[config.mk]
export PLATFORM = sky130hd
export DESIGN_NAME = matmul_output_serializer
export DESIGN_NICKNAME = d
export VERILOG_FILES = /design/src/rtl/matmul_output_serializer.sv
export SDC_FILE = /design/constraint.sdc
export NUM_CORES = 1
export LEC_CHECK = 0
export CAP_MARGIN = 25
export CORE_AREA = 2 2 425 427
export DETAILED_ROUTE_END_ITERATION = 6
export DIE_AREA = 0 0 427 429
export RECOVER_POWER = 25
export SETUP_SLACK_MARGIN = 0.1
export SKIP_LAST_GASP = 1
export SLEW_MARGIN = 20
export SYNTH_ARGS = -nofsm -noshare
export SYNTH_HDL_FRONTEND = slang
export SYNTH_SLANG_ARGS = --single-unit
[constraint.sdc]
create_clock -name clk -period 59.4 [get_ports clk]
set_input_delay 11.88 -clock clk [delete_from_list [all_inputs] [get_ports clk]]
set_output_delay 11.88 -clock clk [all_outputs]
set_load 0.01 [all_outputs]
[src/rtl/matmul_output_serializer.sv]
// ---------------------------------------------------------------------------
// matmul_output_serializer
//
// Captures all TOTAL_INPUT_W result vectors from the multi-matmul wrapper on
// the rising edge of acc_done. It then streams them out as OUT_W-bit beats
// over a valid/ready handshake, instance 0 first, chunk 0 first within each
// instance. In the cycle after a capture it sends a one-cycle mm_reset_acc
// pulse back to the wrapper, so the next accumulation can overlap the drain.
//
// Ports
//   clk, rst      clock; synchronous active-high reset
//   acc_done      accumulator-done level from the wrapper (rising edge = capture)
//   in_vec        TOTAL_INPUT_W result vectors of VEC_W bits each
//   mm_reset_acc  one-cycle pulse to the wrapper reset_acc
//   m_valid/m_ready/m_data   output beat handshake and payload
//   busy          buffer still holds undrained beats
//   overrun       sticky: a capture request arrived while draining and was dropped
//
// Build option SERIALIZER_LAST_EN adds two ports:
//   m_last  marks the final beat of a frame
//   m_vec   instance index of the current beat
// ---------------------------------------------------------------------------
module matmul_output_serializer #(
    parameter int unsigned WIDTH_OUT     = 16,
    parameter int unsigned CHUNK_SIZE    = 4,
    parameter int unsigned NUM_CORES_A   = 4,
    parameter int unsigned NUM_CORES_B   = 1,
    parameter int unsigned TOTAL_MODULES = 2,
    parameter int unsigned TOTAL_INPUT_W = 2,
    localparam int unsigned OUT_W  = WIDTH_OUT * CHUNK_SIZE,
    localparam int unsigned BPI    = NUM_CORES_A * NUM_CORES_B * TOTAL_MODULES,
    localparam int unsigned VEC_W  = OUT_W * BPI,
    localparam int unsigned NBEATS = TOTAL_INPUT_W * BPI,
    localparam int unsigned CNT_W  = (NBEATS > 1) ? $clog2(NBEATS) : 1,
    localparam int unsigned VI_W   = (TOTAL_INPUT_W > 1) ? $clog2(TOTAL_INPUT_W) : 1
) (
    input  logic             clk,
    input  logic             rst,
    input  logic             acc_done,
    input  logic [VEC_W-1:0] in_vec [TOTAL_INPUT_W],
    output logic             mm_reset_acc,
    output logic             m_valid,
    input  logic             m_ready,
    output logic [OUT_W-1:0] m_data,
    output logic             busy,
`ifdef SERIALIZER_LAST_EN
    output logic             m_last,
    output logic [VI_W-1:0]  m_vec,
`endif
    output logic             overrun
);

    typedef enum logic {IDLE, DRAIN} state_t;

    state_t           state_q, state_d;
    logic [CNT_W-1:0] cnt_q, cnt_d;
    logic             acc_done_q, acc_done_d;
    logic             overrun_q, overrun_d;
    logic             reset_acc_q, reset_acc_d;
    logic [OUT_W-1:0] beat_q [NBEATS];
    logic [OUT_W-1:0] beat_d [NBEATS];

    logic trig;
    logic accept;
    logic last_beat;
    logic load;

    assign trig      = acc_done & ~acc_done_q;
    assign accept    = (state_q == DRAIN) & m_ready;
    assign last_beat = (cnt_q == CNT_W'(NBEATS - 1));

    always_comb begin
        acc_done_d  = acc_done;
        state_d     = state_q;
        cnt_d       = cnt_q;
        overrun_d   = overrun_q;
        reset_acc_d = 1'b0;
        beat_d      = beat_q;
        load        = 1'b0;

        case (state_q)
            IDLE: begin
                if (trig) begin
                    load    = 1'b1;
                    state_d = DRAIN;
                end
            end
            DRAIN: begin
                if (accept) begin
                    if (last_beat) begin
                        cnt_d = '0;
                        // A trigger coinciding with the final acceptance
                        // starts the next frame back-to-back.
                        if (trig) begin
                            load = 1'b1;
                        end else begin
                            state_d = IDLE;
                        end
                    end else begin
                        cnt_d = cnt_q + 1'b1;
                    end
                end
                if (trig && !(accept && last_beat)) begin
                    overrun_d = 1'b1;
                end
            end
            default: state_d = IDLE;
        endcase

        // Flatten the capture so beat k = i*BPI + j maps directly to an entry.
        if (load) begin
            reset_acc_d = 1'b1;
            cnt_d       = '0;
            for (int unsigned i = 0; i < TOTAL_INPUT_W; i++) begin
                for (int unsigned j = 0; j < BPI; j++) begin
                    beat_d[i*BPI + j] = in_vec[i][j*OUT_W +: OUT_W];
                end
            end
        end
    end

    always_ff @(posedge clk) begin
        if (rst) begin
            state_q     <= IDLE;
            cnt_q       <= '0;
            acc_done_q  <= 1'b0;
            overrun_q   <= 1'b0;
            reset_acc_q <= 1'b0;
        end else begin
            state_q     <= state_d;
            cnt_q       <= cnt_d;
            acc_done_q  <= acc_done_d;
            overrun_q   <= overrun_d;
            reset_acc_q <= reset_acc_d;
        end
    end

    // Payload storage needs no reset: it is only visible while in DRAIN.
    always_ff @(posedge clk) begin
        beat_q <= beat_d;
    end

    assign m_valid      = (state_q == DRAIN);
    assign busy         = (state_q == DRAIN);
    assign m_data       = m_valid ? beat_q[cnt_q] : '0;
    assign mm_reset_acc = reset_acc_q;
    assign overrun      = overrun_q;

`ifdef SERIALIZER_LAST_EN
    assign m_last = m_valid & last_beat;
    assign m_vec  = m_valid ? VI_W'(32'(cnt_q) / BPI) : '0;
`endif

endmodule

Word-level counts from Yosys, hierarchy flattened

Cells that the tools add are included.
Widths: inputs -> output; s select.

Add/sub/neg operators: 1
Magnitude comparators: 1
Equality and inequality tests: 1
Muxes and demuxes: 13
Bitwise gates (word level): 5
Reductions and logical operators: 6

Operators by type and width:

| kind                | count |
|---|---|
| $bmux 64 s4         | 1 |
| $mux 64             | 3 |
| $mux 1              | 6 |
| $ge 5x5->1 const B  | 1 |
| $not 4->5           | 1 |
| $add 4x1->4 const B | 1 |
| $eq 4x4->1 const B  | 1 |
| $mux 4              | 1 |
| $pmux 1 s2          | 2 |
| $reduce_and 2->1    | 2 |
| $and 1x1->1         | 2 |
| $logic_and 1x1->1   | 2 |
| $not 1->1           | 2 |
| $reduce_or 2->1     | 1 |
| $logic_not 1->1     | 1 |

Flip-flop bits (word level): 1032
Input bits: 1028
Output and inout bits: 68
Logic and storage cells: 48

Longest topological paths before layout

Depth in word-level cells: 7
Gate-level depth with buffers: 7
Mapped depth without buffers: 4

Least setup slack after synthesis

OpenSTA, ideal clock, no wires.

Path type: input -> register
From: input acc_done
To: register beat_q[0] (netlist name) (enable)
Library setup time: 2.782 ns
Data arrival time: 61.254 ns
Data required time: 56.618 ns
Slack: -4.636 ns
Stages on the path: 2
Path buffers: 0
Cells stage by stage: nand2b_1 -> a21oi_1

Longest elaborated chain between the ends: 5

Ends and longest elaborated chain:

| element              | line   | source |
|---|---|---|
| from (decl)          | 39     | `input logic acc_done,` |
| $and 1x1->1 (*)      | 68     | `assign trig = acc_done & ~acc_done_q;` |
| $mux 1 (*)           | 83, 94 |  |
| $mux 1               | 90     | `if (last_beat) begin` |
| $mux 1               | 89     | `if (accept) begin` |
| $pmux 1 s2 (*)       | 81     | `case (state_q)` |
| named net load       | 66     | `logic load;` |
| to (signal assigned) | 140    | `beat_q <= beat_d;` |
| to (decl)            | 60     | `logic [OUT_W-1:0] beat_q [NBEATS];` |

Mark *: on every way through the listed nets, which the timed path passes. The rest lies on a longest branch.
A chain may end at the register's enable or synchronous reset.

Final worst setup path

From: input m_ready
To: register beat_q[981] (netlist name) (enable)

Longest elaborated chain between the ends: 3

Ends and longest elaborated chain:

| element        | line | source |
|---|---|---|
| from (decl)    | 43   | `input logic m_ready,` |
| $and 1x1->1    | 69   | `assign accept = (state_q == DRAIN) & m_ready;` |
| $mux 1         | 89   |  |
| $pmux 1 s2     | 81   |  |
| named net load | 66   |  |

The timed path passes the listed nets, and every way through them passes these cells.

==> results.tsv <==
stage	metric	value	unit
place	place_congestion	0.872	
routing	via_per_inst	4.25	
routing	wl_per_cell	25.6	um
worst_setup_path	startpoint_type	input pin	
clock_network	cts_hold_buf	0	
finish	layout-drive-gt1-share	0.151	
clock_network	cts_num_sinks	1032	
clock_network	h-tree-depth	3	
synthesis	synth_cells	1812	
timing	rsz0062_at_grt	no	
clock_network	cts_resized	0	
routing	drt-total-wl	140000	um
clock_network	path_clk_slew	0.06	ns
timing	tns	0	ns
synthesis	synth_top_cell_by_area	edfxtp_1	
floorplan	die_area	0.183	mm^2
synthesis	synth_area_leaders	edfxtp_1, mux4_2, mux2_2, mux2i_1, a22o_1	
routing	drt_iter0_markers	2200	
floorplan	num_rows	155	
global_routing	grt_antenna_before_repair	105	
clock_network	post-cts-setup-buffers	0	
floorplan	io_pins	1096	
synthesis	synth-seq-cells	1032	
finish	fin_util	0.318	
worst_setup_path	worstPathArrival	17.85	ns
global_routing	grt_max_degree	154	
finish	area_growth	44.1	%
global_routing	grt_first_pass_wirelength	186000	um
worst_setup_path	cp-end-kind	register	
timing	fin_crit	17.43	ns
clock_network	cts_root_buf	clkbuf_16	
routing	first_pass_iters	5	
synthesis	seq_area_frac_synth	0.786	
timing	fin_crit_sh	0.293	
global_routing	grtUsageTotal	0.146	
clock_network	cts_buffer_depth	3	
timing	hold_viol	0	
clock_network	clk_latency	0.74	ns
finish	nFillCells	17321	
floorplan	die_h	429	um
power_and_ir_drop	ir_drop	0.0000224	V
synthesis	syn_area	0.0393	mm^2
worst_setup_path	worstPathMaxFanout	68	
synthesis	yosys.cell_types.count	34	
power_and_ir_drop	p_leak	18.1	nW
clock_network	cts_tree	built	
timing	worst_clock_skew	0.0501	ns
routing	postRouteAntennaNets	0	
synthesis	syn_nets	2841	
place	place_hpwl	103000	um
power_and_ir_drop	powerDensity	29.3	mW/mm^2
synthesis	yosys_warnings	0	
global_routing	grt_overflow_total	0	
worst_hold_path	hold_path.class	register to register	
timing	setup_viol	0	
finish	fin_nets	3986	
timing	report.final.slew_viol_count	0	
timing	max_freq	0.0574	GHz
routing	num_vias	23215	
worst_setup_path	worstSetupPathType	input pin to register	
floorplan	core_area	0.178	mm^2
clock_network	cts_buffers	112	
synthesis	syn_area_per_cell	21.7	um^2
global_routing	grt_pass1_vias	24150	
synthesis	ys.flop_type	edfxtp_1	
timing	worst_slew_pin_slew	1.14	ns
synthesis	synth_edf_count	1024	
synthesis	synth_top_cell_area_share	0.782	
worst_setup_path	critPathRequiredTime	59.82	ns
job	cap_violations	0	
place	portBuffers	1095	
outcome	status	finished clean	
synthesis	ys_async_sr_fraction	0	
floorplan	dieWidth	427	um
timing	slew_headroom	0.235	
floorplan	start_util	0.221	
routing	drc	0	
routing by layer:
metal  part of all wire  GRT usage  routed length (um)  vias to the layer above
li1                   -          -                   -                    10030
met1               0.36      0.159               50000                    11654
met2               0.52      0.263               72600                     1210
met3              0.080     0.0427               11200                      309
met4              0.042     0.0601                5940                       12
met5            0.00044          0                  62                        -
state kept, by name, indices dropped and copies added, names as in the netlist:
register      cells
cnt_q             4
overrun           1
beat_q         1024
mm_reset_acc      1
busy              1
acc_done_q        1
layout make-up:
type	count	area [um^2]	share of cell area
multi-input cells	670	7790	0.138
diodes	52	130	0.00230
inverters	1	3.75	0.0000663
clock inverters	59	517	0.00913
repair buffers	1140	11400	0.201
clock buffers	147	2960	0.0522
flip-flops and latches	1032	30900	0.546
well taps	2355	2950	0.0520
report_power, final:
| group | total [mW] | internal (mW) | leakage [nW] | switching, mW |
|---|---|---|---|---|
| sequential | 0.864 | 0.851 | 9.72 | 0.0137 |
| combinational | 0.130 | 0.0775 | 6.74 | 0.0528 |
| clock | 0.667 | 0.373 | 1.69 | 0.294 |
layout by cell type, fill, tap and decap left out, types with 41 or more instances in the layout:
cell type / instances
a22o_1: 63
o22ai_1: 64
mux4_2: 130
a22oi_1: 63
edfxtp_1: 1024
o31ai_1: 63
buf_4: 41
diode_2: 52
clkdlybuf4s50_1: 564
dlygate4sd3_1: 531
mux2i_1: 129
clkbuf_16: 113
mux2_2: 126
path summary, 6_finish.rpt:
kind | startpoint | endpoint | slack [ns] | cells after the start
worst max-delay path | m_ready | beat_q[981] | 41.97 | 11
worst max register to register | cnt_q[1] | beat_q[981] | 50.81 | 13
worst min register to register | overrun | overrun | 0.53 | 2
worst min-delay path | overrun | overrun | 0.53 | 2
cell families (layout without fill, tap and decap cells):
group	after synthesis	after routing	share of synthesized area
buf+inv	110	1347	0.0168
other cells	0	52	0
xor+xnor	1	1	0.000223
flops	1032	1032	0.786
simple gates	22	22	0.00293
mux	385	385	0.143
compound gates	261	261	0.0498
fa+ha+maj	1	1	0.000318
worst max-delay path, cell delays in order:
cell,delay [ns]
clkdlybuf4s50_1,0.53
nand4_1,0.25
a21oi_4,0.58
buf_4,0.69
buf_4,0.61
buf_4,0.77
buf_4,0.70
buf_4,0.43
buf_16,0.34
buf_4,0.58
buf_12,0.30
per-stage QoR:
stage	std cells	setup slack (ns)	hold WS, ns	total power [mW]	cell area [um^2]
after floorplan	1812	18.73	0.511	0.967	39300
after global placement	5194	41.05	0.483	1.01	52900
after detailed placement	5195	40.89	0.497	1.02	52900
after CTS	5401	41.71	0.513	1.69	56400
after global routing	5442	41.63	0.562	1.72	56600
final	5456	41.97	0.527	1.66	56600
cells in the mapped netlist (all sizes together), types with 2 or more instances:
cell type	count
edfxtp	1024
mux4	130
mux2i	129
mux2	126
buf	76
o22ai	64
a22o	63
a22oi	63
o31ai	63
clkbuf	33
dfxtp	8
nand2	6
a21oi	3
nand2b	3
nor2b	3
a211oi	2
nand3	2
nor2	2
nor3	2
Power figures use the tool's default switching activity.
